`config.mk`:
```
export PLATFORM = sky130hd
export DESIGN_NAME = fb_arbiter
export DESIGN_NICKNAME = d
export VERILOG_FILES = /design/src/rtl/fb_arbiter.sv
export SDC_FILE = /design/constraint.sdc
export NUM_CORES = 1
export LEC_CHECK = 0
export CORE_ASPECT_RATIO = 0.6
export CORE_UTILIZATION = 50
export DETAILED_ROUTE_END_ITERATION = 10
export GPL_TIMING_DRIVEN = 0
export PLACE_DENSITY = 0.8
export RECOVER_POWER = 25
export SLEW_MARGIN = 15
export SYNTH_ARGS = -nofsm -noshare
export SYNTH_HDL_FRONTEND = slang
export SYNTH_SLANG_ARGS = --single-unit
export TNS_END_PERCENT = 50
```
`constraint.sdc`:
```
create_clock -name clk -period 2.5 [get_ports clk]
set_input_delay 0.5 -clock clk [delete_from_list [all_inputs] [get_ports clk]]
set_output_delay 0.5 -clock clk [all_outputs]
set_load 0.005 [all_outputs]
```
`src/rtl/fb_arbiter.sv`:
```
`default_nettype none
// ============================================================================
// Module      : fb_arbiter
// Description : Single-port frame-buffer RAM arbiter. Scanout reads take
//               absolute priority, a full-frame clear engine comes next, and
//               queued pixel writes fill the remaining cycles in order.
//               Out-of-range writes are dropped and flagged on wr_oob.
// Revision    : 1.0 - initial release
// ============================================================================
module fb_arbiter #(
  parameter int FB_SIZE    = 307200,
  parameter int ADDR_W     = 19,
  parameter int FIFO_DEPTH = 4
) (
  input  logic              clk,
  input  logic              rst_n,
  input  logic              disp_req,
  input  logic [ADDR_W-1:0] disp_addr,
  output logic              disp_valid,
  output logic [2:0]        disp_data,
  input  logic              wr_valid,
  output logic              wr_ready,
  input  logic [ADDR_W-1:0] wr_addr,
  input  logic [2:0]        wr_data,
  output logic              wr_oob,
  input  logic              clr_start,
  input  logic [2:0]        clr_color,
  output logic              clr_busy,
  output logic              mem_en,
  output logic              mem_we,
  output logic [ADDR_W-1:0] mem_addr,
  output logic [2:0]        mem_wdata,
  input  logic [2:0]        mem_rdata
);

  // Pointers carry one extra wrap bit so full and empty are distinguishable.
  localparam int                c_ptr_w     = $clog2(FIFO_DEPTH);
  localparam logic [ADDR_W:0]   c_fb_size   = (ADDR_W+1)'(FB_SIZE);
  localparam logic [ADDR_W-1:0] c_last_addr = ADDR_W'(FB_SIZE - 1);

  localparam logic [1:0] c_st_idle  = 2'd0;
  localparam logic [1:0] c_st_drain = 2'd1;
  localparam logic [1:0] c_st_clear = 2'd2;

  logic [1:0]        state_q,      state_d;
  logic [ADDR_W-1:0] clr_cnt_q,    clr_cnt_d;
  logic [2:0]        clr_color_q,  clr_color_d;
  logic              disp_valid_q, disp_valid_d;
  logic              wr_oob_q,     wr_oob_d;
  logic [c_ptr_w:0]  wr_ptr_q,     wr_ptr_d;
  logic [c_ptr_w:0]  rd_ptr_q,     rd_ptr_d;
  logic [ADDR_W-1:0] fifo_addr_q [FIFO_DEPTH];
  logic [ADDR_W-1:0] fifo_addr_d [FIFO_DEPTH];
  logic [2:0]        fifo_data_q [FIFO_DEPTH];
  logic [2:0]        fifo_data_d [FIFO_DEPTH];

  logic              w_fifo_empty;
  logic              w_fifo_full;
  logic              w_push;
  logic              w_pop;
  logic              w_clr_wr;
  logic [ADDR_W-1:0] w_head_addr;
  logic [2:0]        w_head_data;
  logic              w_head_oob;

  // FIFO status, head entry and the per-cycle grant decisions.
  always_comb begin
    w_fifo_empty = (wr_ptr_q == rd_ptr_q);
    w_fifo_full  = (wr_ptr_q[c_ptr_w] != rd_ptr_q[c_ptr_w]) &&
                   (wr_ptr_q[c_ptr_w-1:0] == rd_ptr_q[c_ptr_w-1:0]);
    w_head_addr  = fifo_addr_q[rd_ptr_q[c_ptr_w-1:0]];
    w_head_data  = fifo_data_q[rd_ptr_q[c_ptr_w-1:0]];
    w_head_oob   = ({1'b0, w_head_addr} >= c_fb_size);
    clr_busy     = (state_q != c_st_idle);
    // rst_n gating keeps the handshake quiet while reset is held.
    wr_ready     = rst_n && !w_fifo_full && !clr_busy;
    w_push       = wr_valid && wr_ready;
    w_pop        = rst_n && !disp_req && (state_q != c_st_clear) && !w_fifo_empty;
    w_clr_wr     = rst_n && !disp_req && (state_q == c_st_clear);
  end

  // Write-queue storage and pointer update; push and pop may coincide.
  always_comb begin
    wr_ptr_d    = wr_ptr_q;
    rd_ptr_d    = rd_ptr_q;
    fifo_addr_d = fifo_addr_q;
    fifo_data_d = fifo_data_q;
    if (w_push) begin
      fifo_addr_d[wr_ptr_q[c_ptr_w-1:0]] = wr_addr;
      fifo_data_d[wr_ptr_q[c_ptr_w-1:0]] = wr_data;
      wr_ptr_d = wr_ptr_q + 1'b1;
    end
    if (w_pop) begin
      rd_ptr_d = rd_ptr_q + 1'b1;
    end
  end

  // Next state for the clear controller, its counter and latched colour.
  always_comb begin
    state_d     = state_q;
    clr_cnt_d   = clr_cnt_q;
    clr_color_d = clr_color_q;
    case (state_q)
      c_st_idle: begin
        if (clr_start) begin
          clr_color_d = clr_color;
          clr_cnt_d   = '0;
          state_d     = w_fifo_empty ? c_st_clear : c_st_drain;
        end
      end
      c_st_drain: begin
        // No pushes are possible here, so the queue only shrinks.
        if (w_fifo_empty) begin
          state_d   = c_st_clear;
          clr_cnt_d = '0;
        end
      end
      c_st_clear: begin
        // A scanout read stalls the sweep; the counter wraps to 0 on exit.
        if (!disp_req) begin
          if (clr_cnt_q == c_last_addr) begin
            state_d   = c_st_idle;
            clr_cnt_d = '0;
          end else begin
            clr_cnt_d = clr_cnt_q + 1'b1;
          end
        end
      end
      default: begin
        state_d   = c_st_idle;
        clr_cnt_d = '0;
      end
    endcase
  end

  // Output decode: one RAM access per cycle in fixed priority order.
  always_comb begin
    mem_en       = 1'b0;
    mem_we       = 1'b0;
    mem_addr     = '0;
    mem_wdata    = '0;
    disp_valid_d = disp_req;
    wr_oob_d     = w_pop && w_head_oob;
    if (!rst_n) begin
      mem_en = 1'b0;
    end else if (disp_req) begin
      mem_en   = 1'b1;
      mem_addr = disp_addr;
    end else if (w_clr_wr) begin
      mem_en    = 1'b1;
      mem_we    = 1'b1;
      mem_addr  = clr_cnt_q;
      mem_wdata = clr_color_q;
    end else if (w_pop && !w_head_oob) begin
      mem_en    = 1'b1;
      mem_we    = 1'b1;
      mem_addr  = w_head_addr;
      mem_wdata = w_head_data;
    end
    disp_valid = disp_valid_q;
    wr_oob     = wr_oob_q;
    disp_data  = disp_valid_q ? mem_rdata : 3'b000;
  end

  // State register; reset aborts any clear and discards queued writes.
  always_ff @(posedge clk or negedge rst_n) begin
    if (!rst_n) begin
      state_q      <= c_st_idle;
      clr_cnt_q    <= '0;
      clr_color_q  <= '0;
      disp_valid_q <= 1'b0;
      wr_oob_q     <= 1'b0;
      wr_ptr_q     <= '0;
      rd_ptr_q     <= '0;
      for (int i = 0; i < FIFO_DEPTH; i++) begin
        fifo_addr_q[i] <= '0;
        fifo_data_q[i] <= '0;
      end
    end else begin
      state_q      <= state_d;
      clr_cnt_q    <= clr_cnt_d;
      clr_color_q  <= clr_color_d;
      disp_valid_q <= disp_valid_d;
      wr_oob_q     <= wr_oob_d;
      wr_ptr_q     <= wr_ptr_d;
      rd_ptr_q     <= rd_ptr_d;
      fifo_addr_q  <= fifo_addr_d;
      fifo_data_q  <= fifo_data_d;
    end
  end

endmodule
`default_nettype wire

```
==> run summary <==
Area leader, netlist = dfrtp_1
Mapped Area = 6050 µm²
Fmax = 300 MHz
Psw = 3.35 mW
Final hold slack = 0.0712 ns
RSZ-0062 raised after global routing = yes
Largest net degree at the start of global routing = 39
Worst Setup EP = mem_addr[10]
PortBufs = 82
Reg power frac = 0.328
Tcrit/Tclk final = 1.33
Root cell of the clock tree = clkbuf_16
Core footprint = 11500 µm²
Routed Wire Length = 16500 µm
Warnings from Yosys = 0
Register bit count reported by yosys = 120
LEAKAGE = 3.72 nW
Clk buf depth = 2
Max Slew Vio Count = 39
RR Endpoint = fifo_addr_q[35]$_DFFE_PN0P_
DR vias/cell = 5.99
Async SR Flop Fraction = 1.00
Max-cap check violation count = 1
Initial antenna violation count = 0
Final hold vios = 0
Worst-margin pin slew = 2.14 ns
Die Y = 87.2 µm
Failing checks = max-capacitance violations, max-slew violations, negative setup slack
Final setup TNS = -18.33 ns
Vias = 4708
Pint = 6.49 mW
Detailed placement HPWL = 10600 µm
Final antenna-violating net count = 0
Relative slew slack = -0.427
Synth Net Count = 533
Syn Inst Count = 475
Clk pwr share = 0.250
Layout Utilization = 0.704
Reg2Reg Setup Slack = 0.02 ns
Synth top area cells = dfrtp_1, mux2_2, mux4_2
# H-tree levels = 4
Pwr/cell area = 1210 nW/µm²
Critical Path Start Type = flop
Number of DRC markers in iteration 0 = 329
First-pass DRT Iterations = 5
Register area share after synthesis = 0.496
Switching Fraction = 0.341
Worst setup startpoint = rd_ptr_q[0]$_DFFE_PN0P_
First-pass GRT wire length = 25500 µm
Setup crit end kind = output pin
Comb pwr share = 0.422
Die area = 12600 µm²
Max VDD drop = 0.000680 V
Ant diodes = 0
Tmin final = 3.33 ns
Final WS setup = -0.833 ns
Nets = 671
Crit path arrival time = 2.83 ns
Top FF cell, synth = dfrtp_1
HP Class = in2async
Mean Syn Cell Area = 12.7 µm²
Worst R2R Path Depth = 8
CTS sink count = 120
Req. time, crit path = 2.00 ns
Layout cells sized above 1 = 0.364
Setup Skew = 0.00867 ns
Most frequent cells in the layout = dfrtp_1, mux2_2, clkdlybuf4s50_1
RR Startpoint = rd_ptr_q[1]$_DFFE_PN0P_
Synth top area share = 0.496
Num CTS Buffers = 17
Status = finished with violations
Number of global-route vias before repair = 4640
Clk pin slew, worst setup/hold paths = 0.06 ns
Kind of critical path = reg2out
Worst-Skew Late Latency = 0.42 ns
Gr ovfl total = 0
Crit path max fanout = 4
Drt wl/cell = 21.0 µm
Synthesis-to-layout area growth = 34.0%
Commonest non-fill, non-tap cell in the layout = dfrtp_1
Initial Utilization = 0.525
Site row count = 30
Post-synth EDFFs = 0
Final setup violation count = 25
Die Wd = 144 µm
I/O pins = 83
Post-synth cell types = 50
TritonCTS clock tree = yes
# DRC = 0
Global placer's final weighted congestion = 0.910
Total GRT Usage = 0.283
-- what timing repair did --
item | CTS | global route
setup buffers | 22 | 4
pin swaps | 23 | 12
hold endpoints to repair | 1 | 0
gates cloned | 3 | 0
setup endpoints to repair | 33 | 53
resized for setup | 130 | 28
hold buffers | 7 | 0
-- critical path, cell delays in order, from the launching register on --
cell and delay, ns:
dfrtp_1 0.37, buf_6 0.13, buf_6 0.09, mux4_2 0.55, a211o_1 0.38, o21ai_4 0.24, o21ai_4 0.13, buf_6 0.17
buf_6 0.11, o21ai_2 0.11, buf_2 0.12
-- per-layer routing --
metal / part of all wire / vias to the layer above / wire length (µm) / global-route usage
li1: - / 2045 / - / -
met5: 0 / - / 0 / 0
met1: 0.43 / 2407 / 7100 / 0.393
met4: 0.018 / 0 / 289 / 0.0986
met3: 0.086 / 31 / 1420 / 0.0753
met2: 0.47 / 225 / 7680 / 0.433
-- worst min path at each step --
stage          slack (ns)  cells past startpoint                          end                   startpoint
2_1_floorplan        0.20                      0     clr_cnt_q[0]$_DFFE_PN0P_                        rst_n
3_3_place_gp         0.46                      1  fifo_addr_q[33]$_DFFE_PN0P_  fifo_addr_q[33]$_DFFE_PN0P_
3_5_place_dp         0.47                      1  fifo_addr_q[22]$_DFFE_PN0P_  fifo_addr_q[22]$_DFFE_PN0P_
4_1_cts              0.08                      2  fifo_addr_q[62]$_DFFE_PN0P_                        rst_n
5_1_grt              0.07                      2  fifo_addr_q[21]$_DFFE_PN0P_                        rst_n
6_report             0.07                      2  fifo_data_q[11]$_DFFE_PN0P_                        rst_n
-- flip-flops by register name, summed over array words and instances, names as in the netlist --
signal	flops
clr_cnt_q	19
rd_ptr_q	3
fifo_data_q	12
wr_oob	1
fifo_addr_q	76
state_q	2
wr_ptr_q	3
disp_valid	1
clr_color_q	3
-- through the flow --
| step | area (µm²) | std cells | setup WS, ns | power, mW |
|---|---|---|---|---|
| 6_report | 8110 | 786 | -0.833 | 9.84 |
| 5_1_grt | 8110 | 786 | -0.921 | 10.3 |
| 4_1_cts | 8080 | 782 | -0.814 | 9.67 |
| 3_5_place_dp | 7100 | 718 | -1.15 | 6.57 |
| 3_3_place_gp | 7080 | 717 | -5.27 | 6.36 |
| 2_1_floorplan | 6050 | 475 | -0.0138 | 5.35 |
-- area by class of cell --
cell class,instances,area [µm²]
Timing Repair Buffer,118,1120
Tap cell,160,200
Multi-Input combinational cell,323,3000
Clock buffer,18,429
Fill cell,805,3410
Sequential cell,120,3000
Clock inverter,14,163
Buffer,26,165
Inverter,7,31.3
-- cells in the mapped netlist (6+ instances only) --
cell,n
a21oi_1,12
and2_1,6
and3_1,7
buf_2,12
clkbuf_1,7
dfrtp_1,120
ha_1,6
inv_1,7
mux2_1,24
mux2_2,68
mux2i_1,19
mux4_2,22
nand2_1,41
nand3_1,19
nor2_1,9
o21ai_0,20
o21ai_1,9
-- logic make-up (layout without fill, tap and decap cells) --
logic type,Yosys count,after routing,synth area share
AO/OA/AOI/OAI,65,66,0.0697
XOR/XNOR,7,7,0.0114
adder cells (fa/ha/maj),6,6,0.0124
buffers and inverters,33,183,0.0292
flip-flops,120,120,0.496
multiplexers,133,133,0.285
AND/OR/NAND/NOR,111,111,0.0966
-- power by group through the flow --
stage / clock [mW] / sequential, mW / combinational (mW)
5_1_grt: 2.57 / 3.31 / 4.41
6_report: 2.46 / 3.23 / 4.15
3_3_place_gp: 0 / 3.14 / 3.23
3_5_place_dp: 0 / 3.21 / 3.36
4_1_cts: 2.48 / 3.20 / 3.98
2_1_floorplan: 0 / 3.04 / 2.31
No activity file was read; power rests on OpenSTA's default activity.
